--- src/rtl/layer_sequencer.sv ---
// Purpose : fires NUM_STAGES layer blocks strictly in order over a level start / sticky done handshake.
// Latency : run sampled at edge N -> busy and stage_start[0] after N; per stage 1 arm + 1 detect + GAP_CYCLES minimum.
// Backpressure: each stage holds its start until its done is seen; a hung stage stalls the pass unless the watchdog is built in.
//
// Ports:
//   clk, reset_n (async, active-low)
//   run          request a full pass (sampled in IDLE only)
//   abort        synchronous abort, priority over run
//   stage_start  one-hot level start per stage      stage_done  sticky level done per stage
//   cur_stage    stage currently/last started       busy, all_done (1-cycle pulse)
//   total_cycles busy cycles of the last pass       error  sticky watchdog flag
// Build option: define SEQ_TIMEOUT_EN to enable the per-stage watchdog (TIMEOUT_CYCLES).
module layer_sequencer #(
    parameter int NUM_STAGES     = 6,
    parameter int GAP_CYCLES     = 2,
    parameter int TIMEOUT_CYCLES = 1000000
) (
    input  logic                  clk,
    input  logic                  reset_n,
    input  logic                  run,
    input  logic                  abort,
    output logic [NUM_STAGES-1:0] stage_start,
    input  logic [NUM_STAGES-1:0] stage_done,
    output logic [3:0]            cur_stage,
    output logic                  busy,
    output logic                  all_done,
    output logic [31:0]           total_cycles,
    output logic                  error
);

    typedef enum logic [2:0] {
        S_IDLE,
        S_ASSERT,
        S_WAIT_DONE,
        S_RELEASE,
        S_FINISH
    } state_t;

    localparam int              GAP_W      = (GAP_CYCLES > 1) ? $clog2(GAP_CYCLES) : 1;
    localparam logic [GAP_W-1:0] GAP_LAST  = GAP_W'(GAP_CYCLES - 1);
    localparam logic [3:0]      LAST_STAGE = 4'(NUM_STAGES - 1);

    state_t                  state_q, state_d;
    logic [3:0]              cur_stage_q, cur_stage_d;
    logic [NUM_STAGES-1:0]   start_q, start_d;
    logic                    busy_q, busy_d;
    logic                    all_done_q, all_done_d;
    logic [31:0]             total_q, total_d;
    logic [GAP_W-1:0]        gap_q, gap_d;
    logic                    done_cur;

`ifdef SEQ_TIMEOUT_EN
    localparam logic [31:0]  TO_LAST = 32'(TIMEOUT_CYCLES - 1);
    logic [31:0]             to_q, to_d;
    logic                    error_q, error_d;
`endif

    function automatic logic [NUM_STAGES-1:0] onehot(input logic [3:0] idx);
        onehot = '0;
        for (int i = 0; i < NUM_STAGES; i++) begin
            if (idx == 4'(i)) onehot[i] = 1'b1;
        end
    endfunction

    // Select the done bit of the current stage without an out-of-range index.
    always_comb begin
        done_cur = 1'b0;
        for (int i = 0; i < NUM_STAGES; i++) begin
            if (cur_stage_q == 4'(i)) done_cur = stage_done[i];
        end
    end

    always_comb begin
        state_d     = state_q;
        cur_stage_d = cur_stage_q;
        start_d     = start_q;
        busy_d      = busy_q;
        all_done_d  = 1'b0;
        total_d     = total_q;
        gap_d       = gap_q;
`ifdef SEQ_TIMEOUT_EN
        to_d        = to_q;
        error_d     = error_q;
`endif
        // Saturating run-length counter; the accept branch below overrides it with zero.
        if (busy_q && (total_q != '1)) total_d = total_q + 32'd1;

        if (abort) begin
            state_d = S_IDLE;
            start_d = '0;
            busy_d  = 1'b0;
        end else begin
            case (state_q)
                S_IDLE: begin
                    if (run) begin
                        state_d     = S_ASSERT;
                        cur_stage_d = 4'd0;
                        start_d     = onehot(4'd0);
                        busy_d      = 1'b1;
                        total_d     = '0;
`ifdef SEQ_TIMEOUT_EN
                        to_d        = '0;
                        error_d     = 1'b0;
`endif
                    end
                end
                // The done bit may still be high from the previous run; arm only once it is seen low.
                S_ASSERT: begin
                    if (!done_cur) state_d = S_WAIT_DONE;
                end
                S_WAIT_DONE: begin
                    if (done_cur) begin
                        state_d = S_RELEASE;
                        start_d = '0;
                        gap_d   = '0;
                    end
                end
                S_RELEASE: begin
                    if (gap_q == GAP_LAST) begin
                        if (cur_stage_q == LAST_STAGE) begin
                            state_d    = S_FINISH;
                            all_done_d = 1'b1;
                            busy_d     = 1'b0;
                        end else begin
                            state_d     = S_ASSERT;
                            cur_stage_d = cur_stage_q + 4'd1;
                            start_d     = onehot(cur_stage_q + 4'd1);
`ifdef SEQ_TIMEOUT_EN
                            to_d        = '0;
`endif
                        end
                    end else begin
                        gap_d = gap_q + GAP_W'(1);
                    end
                end
                S_FINISH: state_d = S_IDLE;
                default:  state_d = S_IDLE;
            endcase

`ifdef SEQ_TIMEOUT_EN
            // Watchdog spans ASSERT and WAIT_DONE; a done arriving in the final cycle still wins.
            if ((state_q == S_ASSERT) || (state_q == S_WAIT_DONE)) begin
                to_d = to_q + 32'd1;
                if ((to_q == TO_LAST) && !((state_q == S_WAIT_DONE) && done_cur)) begin
                    state_d = S_IDLE;
                    start_d = '0;
                    busy_d  = 1'b0;
                    error_d = 1'b1;
                end
            end
`endif
        end
    end

    always_ff @(posedge clk or negedge reset_n) begin
        if (!reset_n) begin
            state_q     <= S_IDLE;
            cur_stage_q <= 4'd0;
            start_q     <= '0;
            busy_q      <= 1'b0;
            all_done_q  <= 1'b0;
            total_q     <= '0;
            gap_q       <= '0;
`ifdef SEQ_TIMEOUT_EN
            to_q        <= '0;
            error_q     <= 1'b0;
`endif
        end else begin
            state_q     <= state_d;
            cur_stage_q <= cur_stage_d;
            start_q     <= start_d;
            busy_q      <= busy_d;
            all_done_q  <= all_done_d;
            total_q     <= total_d;
            gap_q       <= gap_d;
`ifdef SEQ_TIMEOUT_EN
            to_q        <= to_d;
            error_q     <= error_d;
`endif
        end
    end

    assign stage_start  = start_q;
    assign cur_stage    = cur_stage_q;
    assign busy         = busy_q;
    assign all_done     = all_done_q;
    assign total_cycles = total_q;
`ifdef SEQ_TIMEOUT_EN
    assign error        = error_q;
`else
    assign error        = 1'b0;
`endif

endmodule

--- config.mk ---
export PLATFORM = sky130hd
export DESIGN_NAME = layer_sequencer
export DESIGN_NICKNAME = d
export VERILOG_FILES = /design/src/rtl/layer_sequencer.sv
export SDC_FILE = /design/constraint.sdc
export NUM_CORES = 1
export LEC_CHECK = 0
export CAP_MARGIN = 20
export CORE_ASPECT_RATIO = 2
export CORE_UTILIZATION = 45
export CTS_BUF_LIST = sky130_fd_sc_hd__clkbuf_4 sky130_fd_sc_hd__clkbuf_8
export CTS_CLUSTER_SIZE = 20
export DETAILED_ROUTE_END_ITERATION = 16
export HOLD_SLACK_MARGIN = 0.12
export PLACE_DENSITY = 0.68
export SLEW_MARGIN = 20
export SYNTH_ARGS = -nofsm -noshare
export SYNTH_HDL_FRONTEND = slang
export SYNTH_SLANG_ARGS = --single-unit
--- constraint.sdc ---
create_clock -name clk -period 2.4 [get_ports clk]
set_input_delay 0.36 -clock clk [delete_from_list [all_inputs] [get_ports clk]]
set_output_delay 0.36 -clock clk [all_outputs]
set_load 0.01 [all_outputs]
**Yosys cells after proc, flatten, opt, wreduce, memory -nomap -nowiden**

Cells that the tools add are included.

- Logic and storage cells: 93
- Flip-flop bits (word level): 48
- Output and inout port bits: 45

- Muxes and demuxes: 45
- Add/sub/neg operators: 3
- Bitwise gates (word level): 1
- Reductions and logical operators: 13
- Equality and inequality tests: 24

Operators with widths:

| cell | count |
|---|---|
| 32-bit two-way mux | 4 |
| 32-bit by 1-bit adder with 32-bit output, second input constant | 1 |
| 32-bit inequality test, second input constant | 1 |
| 6-bit two-way mux | 5 |
| 1-bit two-way mux | 22 |
| 3-bit two-way mux | 6 |
| 3-bit inequality test, second input constant | 6 |
| 6-bit one-hot mux with 3 select lines | 1 |
| 4-bit by 2-bit == test with 1-bit output, second input constant | 4 |
| 4-bit by 3-bit == test with 1-bit output, second input constant | 4 |
| 4-bit two-way mux | 3 |
| 3-bit one-hot mux with 4 select lines | 1 |
| 5-bit AND reduction | 2 |
| 4-bit by 1-bit == test with 1-bit output, second input constant | 2 |
| 4-bit logical NOT | 2 |
| 2-bit inequality test, second input constant | 4 |
| 4-bit one-hot mux with 2 select lines | 1 |
| 4-bit AND reduction | 2 |
| 3-bit by 2-bit == test with 1-bit output, second input constant | 2 |
| 4-bit by 1-bit adder with 4-bit output, second input constant | 1 |
| 1-bit one-hot mux with 2 select lines | 2 |
| 2-bit nonzero test | 2 |
| 4-bit nonzero test | 1 |
| 3-bit by 1-bit == test with 1-bit output, second input constant | 1 |
| 6 further kinds | 6 |

**Logic depth before layout (Yosys ltp)**

Gate-level depths: netlist (run 1).

- Depth after elaboration: 10
- Gate-level depth with buffers: 8

**Worst setup path after synthesis (run 1)**

Ideal clock, no wire load.

- Path kind: reg-to-reg
- From: register cur_stage_q[1], in the netlist cur_stage[1]
- To: register start_q[1], in the netlist stage_start[1]
- Setup time: 79 ps
- Clock period less this slack: 2,228 ps
- Path buffers: 0
- Cell stages (with the launch flop): 8
- Data required time: 2,321 ps
- Arrival time: 2,148 ps
- Path slack: 172 ps
- Path through: dfrtp_1 inv_1 ha_1 a21oi_1 a2111oi_0 or4b_1 a21oi_2 mux2i_1

- Cells in the longest elaborated chain, start to end: 9
- Elaborated cells on any way between the ends: 22

Ends and longest elaborated chain:

| what | RTL line | text |
|---|---|---|
| from (decl) | 44 | `logic [3:0] cur_stage_q, cur_stage_d;` |
| from (signal assigned) | 170 | `cur_stage_q <= cur_stage_d;` |
| branches (longest 9 deep; another with 4-bit by 1-bit adder with 4-bit output) | -- |  |
| to (signal assigned) | 171 | `start_q <= start_d;` |
| to (decl) | 45 | `logic [NUM_STAGES-1:0] start_q, start_d;` |

Several ways; the timed one is not identified. The select of a mux whose other input is x is not followed.
A chain may end at the register's enable or synchronous reset.

**Worst setup path in the final report (run 1)**

- From: register cur_stage_q[1], in the netlist cur_stage[1]
- To: register state_q[0]

- Cells in the longest elaborated chain, start to end: 9
- Elaborated cells on any way between the ends: 19

Ends and longest elaborated chain:

| what | RTL line | text |
|---|---|---|
| 4-bit logical NOT | 69 | `if (cur_stage_q == 4'(i)) done_cur = stage_done[i];` |
| 1-bit two-way mux (6 in a row) | 69 |  |
| 3-bit inequality test (no line) | -- |  |
| 4-bit AND reduction (no line) | -- |  |
| to (signal assigned) | 169 | `state_q <= state_d;` |
| to (decl) | 43 | `state_t state_q, state_d;` |

Several ways; a longest one is shown, not always the timed one. The select of a mux whose other input is x is not followed.

==> run summary, run 1 <==
Status - finished, final reports clean
CP Launch Type - flip-flop
Min-delay worst type - input port to asynchronous set/reset pin
CP Class - flip-flop to flip-flop
Final period utilization - 98.77%
P&R area growth vs syn - 27.33%
Req. time, crit path - 2650 ps
CP cell instances - inv_1 -> ha_1 -> nand3b_1 -> a2111oi_0 -> o21bai_1 -> o211ai_1 -> o311a_1
Arrival time at the worst endpoint - 2620 ps
Synth area leaders - dfrtp_1 (41%), nor2_1 (4.1%), nand2_1 (3.8%)
Post_cts resized - 0
Slew HR - 52.87%
Sequential share of the synthesized area - 41.45%
Post-route cell area - 3690 um^2
Setup violations, final - 0
Max-slew violations - 0
Synth area leader - dfrtp_1
Slowest stage delay, CP - 630 ps
Fmax - 0.4219 GHz
Via density - 5.720
Period minus WS final - 2370 ps
Largest net degree at the start of global routing - 49
Hold slack - 136.8 ps
Via count - 2637
Worst-path maximum fanout - 6
P per Cell Area - 489.4 nW/um^2
Antenna violations before repair - 0
H-Tree Depth - 2
Total wire length - 7.414 mm
Remaining antenna violation count - 0
Syn Nets - 333
Port Buffers - 53
Final net count - 393
Iter 0 DRT Violations - 148
Final HPWL DP - 5.569 mm
Synth top area share - 41.45%
Area post-placement - 3596 um^2
Drt pass-1 iters - 4
Seq cells post-synth - 48
Ant diodes - 0
Final hold vios - 0
Routability Congestion - 0.8273
Num CTS Buffers - 5
FFs w/ async S/R, synth - 100.0%
Share of cells above drive strength 1 - 10.67%
DRC violations left - 0
Unique cell type count in the Yosys netlist - 57
Worst-Skew Late Latency - 310 ps
WL/cell - 16.08 um
CP Capture Type - flip-flop
Post-CTS setup buffer count - 0
Leakage power - 1.544 nW
CTS max path bufs - 2
First-pass GRT wire length - 11.89 mm
Die area - 6784 um^2
PnR Total Power - 0.001806 W
CTS tree - done
Mapped cell area - 2898 um^2
Row cnt - 41
Mapped Cells - 315
Number of max-cap violations - 0
Die H - 115.5 um
Avg Cell Area, Syn - 9.199 um^2
Clock Root Buffer - clkbuf_8
CTS sink cnt - 48
Number of I/O pins - 55
Die Wd - 58.74 um
CTS Hold Bufs - 0
GRT overflow - 0
Post-Route Setup TNS - 0 ps
Maximum VDD drop - 0.2658 mV
Vias in the first global route - 2517
Clock transition at path regs - 80 ps
Slowest-stage cell, CP - a2111oi_0
Top FF cell, synth - dfrtp_1
EDFF count, synth - 0
Syn. warnings - 0
Clk_skew - 3.347 ps
Total GRT Usage - 23.27%
Core area - 6259 um^2
Initial Util - 46.30%
Worst-Margin Slew - 689.1 ps
[state kept, by name, summed over array words and instances, names as in the netlist]
name	cells
total_cycles	32
stage_start	6
cur_stage	4
state_q	3
all_done	1
busy	1
gap_q	1
[where the power goes]
part / internal (W) / leakage (nW) / switching (W) / total [W]
logic: 0.000192 / 0.839 / 0.000209 / 0.000400
clock network: 0.000210 / 0.0445 / 0.000262 / 0.000472
registers: 0.000855 / 0.661 / 0.0000780 / 0.000933
total: 0.00126 / 1.54 / 0.000549 / 0.00181
[final cells by class]
| type | instances | area (um^2) |
|---|---|---|
| flip-flops and latches | 48 | 1202 |
| well taps | 86 | 107.6 |
| fillers | 594 | 2569 |
| multi-input cells | 237 | 1577 |
| inverters | 11 | 41.29 |
| repair buffers | 72 | 680.7 |
| clock inverters | 1 | 5.005 |
| clock buffers | 6 | 76.32 |
[synthesized netlist by cell type (2+ instances only)]
cell type and number:
nor3_1 5, and4_1 3, nor2b_1 2, o41ai_1 4
buf_2 7, nand2_1 29, a41o_1 3, mux2i_1 8
a311oi_1 5, or4_1 5, xnor2_1 10, o21ai_0 5
and3_1 7, nor2_1 32, a31oi_1 8, o31ai_1 7
buf_4 2, and2_1 2, a211oi_1 2, nand2b_1 7
o311ai_0 4, a22o_1 3, a21oi_1 13, nand3b_1 4
xor2_1 4, a31o_2 2, dfrtp_1 48, ha_1 8
or3_1 6, nand4_1 8, clkbuf_1 9, nand3_1 14
nand4_2 2, o2111ai_1 2, inv_1 11, nor3_2 2
o211ai_1 2
[stage by stage]
| step | cells | utilization, % | worst slack [ps] |
|---|---|---|---|
| global route | 461 | 58.96 | -32.02 |
| CTS | 461 | 58.76 | 6.751 |
| finish | 461 | 58.96 | 29.54 |
| floorplan | 315 | - | 172.5 |
| detailed placement | 454 | 57.46 | 29.64 |
| global placement | 454 | 57.46 | 128.5 |
[logic make-up (layout without fill, tap and decap cells)]
family	count (synthesis)	after routing	share of synthesized area (%)
DFF	48	48	41.45
and+or+nand+nor	138	138	26.21
other	1	1	0.1294
adders and majority gates	8	8	3.454
AOI/OAI and AO/OA	68	68	17.06
xor gates and xnor gates	14	14	4.231
buffers and inverters	30	90	4.706
muxes	8	8	2.763
[critical path, delay by kind of cell, from the launching register on]
kind	cells	cell delay, ps
AO/OA/AOI/OAI	4	1340
flip-flops	1	420
adder cells (fa/ha/maj)	1	260
AND/OR/NAND/NOR	1	170
buffers and inverters	1	120
[placed cells by master (no fill, tap or decap), types with 2 or more instances in the layout]
cell / n
clkdlybuf4s50_1: 52
dfrtp_1: 47
nor2_1: 32
nand2_1: 29
buf_4: 18
nand3_1: 14
a21oi_1: 13
inv_1: 11
xnor2_1: 10
nand4_1: 8
mux2i_1: 8
a31oi_1: 8
ha_1: 8
nand2b_1: 7
and3_1: 7
o31ai_1: 7
or3_1: 6
or4_1: 5
o21ai_0: 5
a311oi_1: 5
clkbuf_8: 5
xor2_1: 4
o311ai_0: 4
o41ai_1: 4
nor3_1: 4
nand3b_1: 4
nor3_2: 3
and4_1: 3
a41o_1: 3
a22o_1: 3
nand4_2: 2
and2_1: 2
o211ai_1: 2
o2111ai_1: 2
a211oi_1: 2
a31o_2: 2
nor2b_1: 2
[worst paths after layout]
| kind | from | to | slack [ps] | cells past startpoint |
|---|---|---|---|---|
| worst max register to register | cur_stage[1] | state_q[0] | 30 | 7 |
| worst min-delay path | reset_n | total_cycles[22] | 140 | 2 |
| max in group asynchronous | reset_n | cur_stage[0] | 1800 | 2 |
| min in group clk | stage_start[1] | stage_start[1] | 530 | 2 |
| worst max-delay path | cur_stage[1] | state_q[0] | 30 | 7 |
| worst min register to register | stage_start[1] | stage_start[1] | 530 | 2 |
[metal layers]
layer  up-vias  global-route usage [%]  routed length (um)
met4         0                   11.11                 212
met2        78                   43.64                4216
met5         -                       0                   0
met3        14                   3.348                 202
li1       1280                       -                   -
met1      1265                   24.39                2782
Note: power is estimated with default switching activity, not from simulation.
==> run 2, diff against run 1 <==
Settings changed: CTS_BUF_LIST sky130_fd_sc_hd__clkbuf_4 sky130_fd_sc_hd__clkbuf_8 to sky130_fd_sc_hd__clkbuf_2.
==> run summary, run 2 (synthesis gave the netlist of run 1 again) <==
Final HPWL DP - 5.569 mm
Iter 0 DRT Violations - 175
Arrival time at the worst endpoint - 2720 ps
Slew HR - 53.31%
DRC violations left - 0
Max FFs per register - 32
Fmax - 0.4288 GHz
Die Wd - 58.74 um
GRT overflow - 0
H-Tree Depth - 2
RR Startpoint - cur_stage[1]
Flop pwr share - 56.4%
Via density - 5.766
Commonest non-fill, non-tap cell in the layout - clkdlybuf4s50_1
Number of I/O pins - 55
Final period utilization - 97.16%
Hold slack - 523.2 ps
Worst-path maximum fanout - 6
Worst-Margin Slew - 682.6 ps
Gate power share - 24.3%
Leakage power - 1.532 nW
Pint - 0.001119 W
Worst-Skew Late Latency - 430 ps
First-pass GRT wire length - 11.90 mm
Number of max-cap violations - 0
Area post-placement - 3596 um^2
Clock Root Buffer - clkbuf_2
Final net count - 394
Switch share - 32.39%
Row cnt - 41
P_sw - 0.0005360 W
Post-CTS setup buffer count - 0
Reg2reg path depth - 7
Maximum VDD drop - 0.3196 mV
FF-to-FF setup slack - 70 ps
Most frequent cells in the layout - clkdlybuf4s50_1 (52), dfrtp_1 (47), nor2_1 (32)
Max-slew violations - 0
Vias in the first global route - 2533
Share of cells above drive strength 1 - 10.90%
Reg-to-reg endpoint - state_q[0]
Via count - 2664
Final hold vios - 0
CTS sink cnt - 48
Initial Util - 46.30%
CTS tree - done
Num CTS Buffers - 5
Min-delay worst type - input port to asynchronous set/reset pin
P per Cell Area - 452.7 nW/um^2
Largest net degree at the start of global routing - 49
Drt pass-1 iters - 5
Remaining antenna violation count - 0
CTS max path bufs - 2
Fill cell count - 597
Setup violations, final - 0
Post-route cell area - 3656 um^2
Req. time, crit path - 2790 ps
CP Launch Type - flip-flop
Die H - 115.5 um
Routability Congestion - 0.8273
Total GRT Usage - 23.34%
Ant diodes - 0
CP Capture Type - flip-flop
Core area - 6259 um^2
Unrepaired setup endpoints after global routing - no
Port Buffers - 53
CP Class - flip-flop to flip-flop
Post-Route Setup TNS - 0 ps
Period minus WS final - 2332 ps
Total wire length - 7.413 mm
Clock power frac - 19.3%
Antenna violations before repair - 0
Status - finished, final reports clean
WL/cell - 16.05 um
Clock transition at path regs - 220 ps
P&R area growth vs syn - 26.17%
Clk_skew - 8.047 ps
Die area - 6784 um^2
[run 2: worst max-delay path by stage]
| stage | from | end | cells after the start |
|---|---|---|---|
| global route | cur_stage[1] | state_q[0] | 7 |
| finish | cur_stage[1] | state_q[0] | 7 |
| global placement | cur_stage[0] | stage_start[2] | 7 |
| detailed placement | cur_stage[1] | stage_start[2] | 7 |
| floorplan | cur_stage[1] | stage_start[1] | 7 |
| CTS | cur_stage[1] | stage_start[3] | 7 |
[run 2: layout make-up]
type	instances	area [um^2]	area share [%]
clock inverters	1	5.005	0.1369
inverters	11	41.29	1.129
multi-input cells	237	1579	43.19
flip-flops and latches	48	1202	32.89
clock buffers	6	30.03	0.8214
well taps	86	107.6	2.943
repair buffers	73	690.7	18.89
[run 2: power groups by stage]
| stage | clock [W] | sequential (W) | combinational (W) |
|---|---|---|---|
| after floorplan | 0 | 0.000927 | 0.000222 |
| after global placement | 0 | 0.000947 | 0.000383 |
| after detailed placement | 0 | 0.000947 | 0.000392 |
| after CTS | 0.000341 | 0.000932 | 0.000400 |
| after global routing | 0.000365 | 0.000945 | 0.000436 |
| final | 0.000320 | 0.000934 | 0.000401 |
[run 2: layer usage]
| metal | wire length (um) | up-vias | track usage [%] | part of all wire, % |
|---|---|---|---|---|
| met3 | 216 | 16 | 3.348 | 2.9 |
| met2 | 4195 | 82 | 43.71 | 57 |
| met5 | 0 | - | 0 | 0 |
| met4 | 264 | 0 | 11.75 | 3.6 |
| met1 | 2736 | 1282 | 24.24 | 37 |
| li1 | - | 1284 | - | - |
[run 2: worst max-delay path: stages, from the launching register on]
cell and delay, ps:
dfrtp_1 470, inv_1 150, ha_2 250, a21oi_1 70, a2111oi_0 660, o21bai_1 290
o211ai_1 230, o311a_1 180
[run 2: stage by stage]
step / instances / power, W / setup WS, ps / util [%]
CTS: 462 / 0.001672 / 54.02 / 58.30
detailed placement: 454 / 0.001339 / 29.64 / 57.46
finish: 462 / 0.001655 / 68.05 / 58.42
global placement: 454 / 0.001330 / 128.5 / 57.46
floorplan: 315 / 0.001149 / 172.5 / -
global route: 462 / 0.001746 / 3.603 / 58.42
[run 2: timing repair]
item | in CTS | in global routing
resized for setup | 1 | 3
hold buffers | 1 | 0
pin swaps | 0 | 1
hold endpoints to repair | 48 | 0
endpoints found under the setup margin | 3 | 6
==> run 3, diff against run 2 <==
Settings changed: ABC_AREA from default to 1, PLACE_DENSITY 0.68 to 0.67.
==> run summary, run 3 <==
Status - finished, final reports clean
Initial Util - 47.34%
CTS Hold Bufs - 1
CP Launch Type - flip-flop
Layer with the highest usage - met2
Final hold vios - 0
Arrival time at the worst endpoint - 2540 ps
Avg Cell Area, Syn - 7.005 um^2
Share of cells above drive strength 1 - 7.677%
Largest net degree at the start of global routing - 49
DRC violations left - 0
Iter 0 DRT Violations - 155
Maximum VDD drop - 0.4149 mV
Die Wd - 61.25 um
Worst-Skew Late Latency - 450 ps
Most instantiated library cell after synthesis - nand2_1
Hold slack - 498.2 ps
Core area - 6674 um^2
Die H - 120.5 um
Die area - 7380 um^2
Gate power share - 37.5%
Clk_skew - 9.904 ps
CTS max path bufs - 2
Remaining antenna violation count - 0
Top FF cell, synth - dfrtp_1
CP Class - flip-flop to flip-flop
Max-slew violations - 0
Number of I/O pins - 55
Worst-path maximum fanout - 29
H-Tree Depth - 2
Unique cell type count in the Yosys netlist - 40
Mapped cell area - 3159 um^2
GRT overflow - 0
Min-delay worst type - input port to asynchronous set/reset pin
Routability Congestion - 0.9397
Unrepaired setup endpoints after global routing - no
Drt pass-1 iters - 4
Period minus WS final - 2143 ps
P&R area growth vs syn - 20.83%
Most frequent cells in the layout - nand2_1 (142), nor2_1 (67), clkdlybuf4s50_1 (52)
Final net count - 525
Worst-Margin Slew - 630.6 ps
Sequential share of the synthesized area - 38.02%
Commonest non-fill, non-tap cell in the layout - nand2_1
Clock Root Buffer - clkbuf_2
Global Route met1 Usage - 24.38%
Ant diodes - 0
Area post-placement - 3742 um^2
Via density - 5.072
Synth area leader - dfrtp_1
Fill cell count - 689
Max FFs per register - 32
Number of max-cap violations - 0
Area used by multi-input combinational logic - 1677 um^2
Register Area - 1201 um^2
Seq cells post-synth - 48
GR Util met2 - 47.21%
P per Cell Area - 600.0 nW/um^2
Final HPWL DP - 6.420 mm
CTS sink cnt - 48
Switch share - 40.44%
Via count - 3023
Synth cell count leaders - nand2_1 (142), nor2_1 (67), dfrtp_1 (48), inv_1 (48), nand3_1 (27)
Met3 usage - 3.636%
Num CTS Buffers - 5
Vias in the first global route - 3045
Clock power frac - 19.8%
Total wire length - 8.312 mm
Post-route cell area - 3817 um^2
Antenna violations before repair - 0
Port Buffers - 53
WL/cell - 13.95 um
Mapped Cells - 451
Pint - 0.001364 W
Post-Route Setup TNS - 0 ps
CTS tree - done
Syn Nets - 469
Post-CTS setup buffer count - 0
Flop pwr share - 42.7%
Final period utilization - 89.29%
Req. time, crit path - 2800 ps
CP Capture Type - flip-flop
Syn. warnings - 0
Total GRT Usage - 24.99%
First-pass GRT wire length - 13.61 mm
Fmax - 0.4666 GHz
Synth area leaders - dfrtp_1 (38%), nand2_1 (17%), nor2_1 (8.0%)
Clock transition at path regs - 250 ps
FFs w/ async S/R, synth - 100.0%
EDFF count, synth - 0
Slew HR - 57.96%
Synth top area share - 38.02%
Setup violations, final - 0
Leakage power - 1.683 nW
Row cnt - 42
P_sw - 0.0009263 W
Post_cts resized - 0
## run 3: changes by cell type in the layout (fill, tap and decap cells not counted), sizes merged, moves of 8 or more
cell / previous run / this run
nand3: 14 / 29
o21ai: 5 / 15
nand2: 29 / 147
nor2: 32 / 75
a21oi: 14 / 22
inv: 11 / 49
buf: 20 / 7
## run 3: power groups by stage
| stage | clock network (W) | registers [W] | logic (W) |
|---|---|---|---|
| 6_report | 0.000453 | 0.000978 | 0.000859 |
| 5_1_grt | 0.000493 | 0.000990 | 0.000961 |
| 3_3_place_gp | 0 | 0.000990 | 0.000848 |
| 2_1_floorplan | 0 | 0.000999 | 0.000613 |
| 3_5_place_dp | 0 | 0.000991 | 0.000864 |
| 4_1_cts | 0.000469 | 0.000978 | 0.000868 |
## run 3: layer usage
metal	up-vias	share of wire [%]
li1	1535	-
met1	1401	35
met2	66	58
met3	21	2.9
met4	0	3.7
met5	-	0
## run 3: cell families after synthesis
| group | count (synthesis) | synth area share, % |
|---|---|---|
| AOI/OAI and AO/OA | 49 | 9.109 |
| xor gates and xnor gates | 10 | 2.772 |
| adders and majority gates | 8 | 3.168 |
| buffers and inverters | 60 | 8.910 |
| DFF | 48 | 38.02 |
| muxes | 1 | 0.3168 |
| other | 1 | 0.1187 |
| and+or+nand+nor | 274 | 37.58 |
## run 3: final timing paths
check / startpoint / end / slack (ps) / cells after the start
hold reg to reg: stage_start[1] / stage_start[1] / 520 / 2
hold / removal: reset_n / total_cycles[6] / 500 / 3
setup reg to reg: total_cycles[1] / total_cycles[18] / 260 / 12
min in group clk: stage_start[1] / stage_start[1] / 520 / 2
max in group asynchronous: reset_n / total_cycles[14] / 1480 / 3
setup / recovery: total_cycles[1] / total_cycles[18] / 260 / 12
## run 3: stage by stage
step	power [W]	setup WS [ps]	cells	utilization, %
floorplan	0.001612	603.8	451	-
global placement	0.001838	346.2	587	56.07
detailed placement	0.001856	294.0	587	56.07
CTS	0.002315	257.7	596	57.20
global route	0.002444	3.176	596	57.20
finish	0.002290	256.9	596	57.20
## run 3: cell type report
cell class                      count  share of cell area [%]
Clock buffer                        6                  0.7866
Clock inverter                      2                  0.9177
Inverter                           49                   4.818
Multi-Input combinational cell    343                   43.92
Sequential cell                    48                   31.47
Tap cell                           88                   2.884
Timing Repair Buffer               60                   15.21
## run 3: worst max-delay path: stages, from the launching register on
cell and delay (ps):
dfrtp_1 490, ha_1 260, nand2_2 110, nor2_4 50, nand2_2 120, nor2_4 60, nand2_2 90, nand2_4 100
inv_2 390, nand3_1 160, nand2_1 100, nand2_1 50, nor2_1 110
==> edit: new RTL, flow settings as in run 2 <==
The 5 states of `state_t` get a Gray code encoding in 3 bits.
--- a/src/rtl/layer_sequencer.sv
+++ b/src/rtl/layer_sequencer.sv
@@ -30,9 +30,9 @@
 
     typedef enum logic [2:0] {
-        S_IDLE,
-        S_ASSERT,
-        S_WAIT_DONE,
-        S_RELEASE,
-        S_FINISH
+        S_IDLE      = 3'b000,
+        S_ASSERT    = 3'b001,
+        S_WAIT_DONE = 3'b011,
+        S_RELEASE   = 3'b010,
+        S_FINISH    = 3'b110
     } state_t;
 
Function: same outputs for any inputs over 10 cycles, from zero or initial values and one cycle with reset_n low; not proved beyond that.
==> edit against run 2 <==
  * Combinational power is 7.7% higher
  * Wire length is 8.3% lower
  * Fmax is 5.8% higher
  * Clock skew rose by 0.018 ns
  * Sequential cell count is the same
  * Worst setup slack better by 0.13 ns
  * Clock power up 6.9%
  * Area after synthesis is 1.1% lower
  * Critical path depth increased by 1
  * Count of clock-buffer cells in the layout is 1 lower
  * Final area fell by 3.1%
  * Critical endpoint is now stage_start[4]
  * Sequential power is 2% higher
  * Power rose by 4.4%
==> edit: results (changes against run 2) <==
| Metric | Value |
|---|---|
| Synth warnings | `0 (unchanged)` |
| Reg clk slew, reported paths | `0.27 ns (+0.05 ns)` |
| Fraction of layout cells with a size suffix above 1 | `9.62% (-1.3 points)` |
| Number of global-route vias before repair | `2535 (+0.079%)` |
| Routed WL | `6.80 mm (-8.3%)` |
| Post-cts resize count | `0 (-1)` |
| CP peak stage delay | `0.56 ns (-0.10 ns)` |
| R2R Setup Slk | `0.20 ns (+0.13 ns)` |
| Largest cells by area after synthesis | `dfrtp_1 (42%), a21oi_1 (4.9%), or3_1 (4.4%)` |
| Worst Clk Skew | `0.0261 ns (+0.0181 ns)` |
| Status | `complete, no violations` |
| Met1 usage | `22.4% (-1.8 points)` |
| Pre-Repair DR Iteration Count | `4 (-1)` |
| Fin nets | `381 (-3.3%)` |
| R2r worst-path depth | `8 (+1)` |
| Top cells by count, synth | `dfrtp_1 (48), nand2_1 (33), a21oi_1 (28), o21ai_0 (23), nand3_1 (22)` |
| Via density | `5.75 (-0.28%)` |
| Initial DRC Count | `112 (-36%)` |
| Syn_nets | `328 (-1.5%)` |
| CTS Buf Count | `5 (unchanged)` |
| Post-Layout Cell Count | `448 (-3.0%)` |
| Critical-path top delay cell | `dfrtp_1` |
| Worst VDD drop | `0.352 mV (+10%)` |
| Crit Path Max Fanout | `10 (+4)` |
| Met3 Use GR | `3.71% (+0.36 points)` |
| First-pass GRT wire length | `11.3 mm (-4.9%)` |
| Synth unique cells | `53 (-7.0%)` |
| Cell Area, Placed | `3490 µm² (-3.0%)` |
| GRT Util Overall | `21.7% (-1.6 points)` |
| Post-synth top flop | `dfrtp_1` |
| Static leakage | `1.43 nW (-6.6%)` |
| Dpl cells | `439 (-3.3%)` |
| Clk Latency, worst-skew pair | `0.42 ns` |
| Worst r2r dst | `stage_start[4]` |
| Data arrival, critical path | `2.52 ns (-0.20 ns)` |
| DP Wirelength | `5.10 mm (-8.5%)` |
| Placer Congestion | `0.813 (-1.8%)` |
| Slew HR | `66.3% (+13 points)` |
| Register area share after synthesis | `41.9% (+0.47 points)` |
| Die X | `58.4 µm (-0.54%)` |
edit: cell count changes in the layout (fill, tap and decap cells not counted), sizes merged, moves of 8 or more:
cell	before	now
nor2	32	11
o21ai	5	23
a21oi	14	31
or3	6	21
buf	20	6
nand3	14	23
xnor2	10	2
edit: area by class of cell:
class / count / area (µm²)
flip-flops and latches: 48 / 1200
multi-input cells: 234 / 1540
clock inverters: 3 / 18.8
clock buffers: 5 / 25.0
well taps: 84 / 105
inverters: 15 / 56.3
repair buffers: 59 / 598
fillers: 552 / 2510
edit: power by group:
part	internal [mW]	switching (mW)	total [mW]
clock network	0.0708	0.272	0.342
logic	0.204	0.228	0.432
registers	0.862	0.0914	0.954
total	1.14	0.591	1.73
edit: logic make-up (layout without fill, tap and decap cells):
family | count (synthesis) | after routing | synth area share, %
AOI/OAI and AO/OA | 85 | 85 | 19.8
xor gates and xnor gates | 3 | 3 | 0.917
adders and majority gates | 8 | 8 | 3.49
buffers and inverters | 28 | 82 | 4.67
DFF | 48 | 48 | 41.9
muxes | 6 | 6 | 2.14
other | 1 | 1 | 0.131
and+or+nand+nor | 131 | 131 | 26.9
edit: worst max-delay path: cells and delay by family, from the launching register on:
| family | cells | cell delay, ns |
|---|---|---|
| compound gates | 3 | 0.69 |
| flops | 1 | 0.56 |
| buf+inv | 2 | 0.31 |
| fa+ha+maj | 1 | 0.26 |
| simple gates | 1 | 0.18 |
| mux | 1 | 0.11 |
edit: stage by stage:
stage               setup slack [ns]  hold WS [ns]
floorplan                      0.162        0.0644
global placement               0.251         0.371
detailed placement             0.177         0.369
CTS                            0.149         0.381
global route                 0.00801         0.376
finish                         0.196         0.381
edit: per-layer routing:
metal / share of wire [%] / vias up
met1: 38 / 1254
met5: 0 / -
met3: 2.7 / 12
met2: 57 / 55
met4: 1.8 / 0
li1: - / 1255
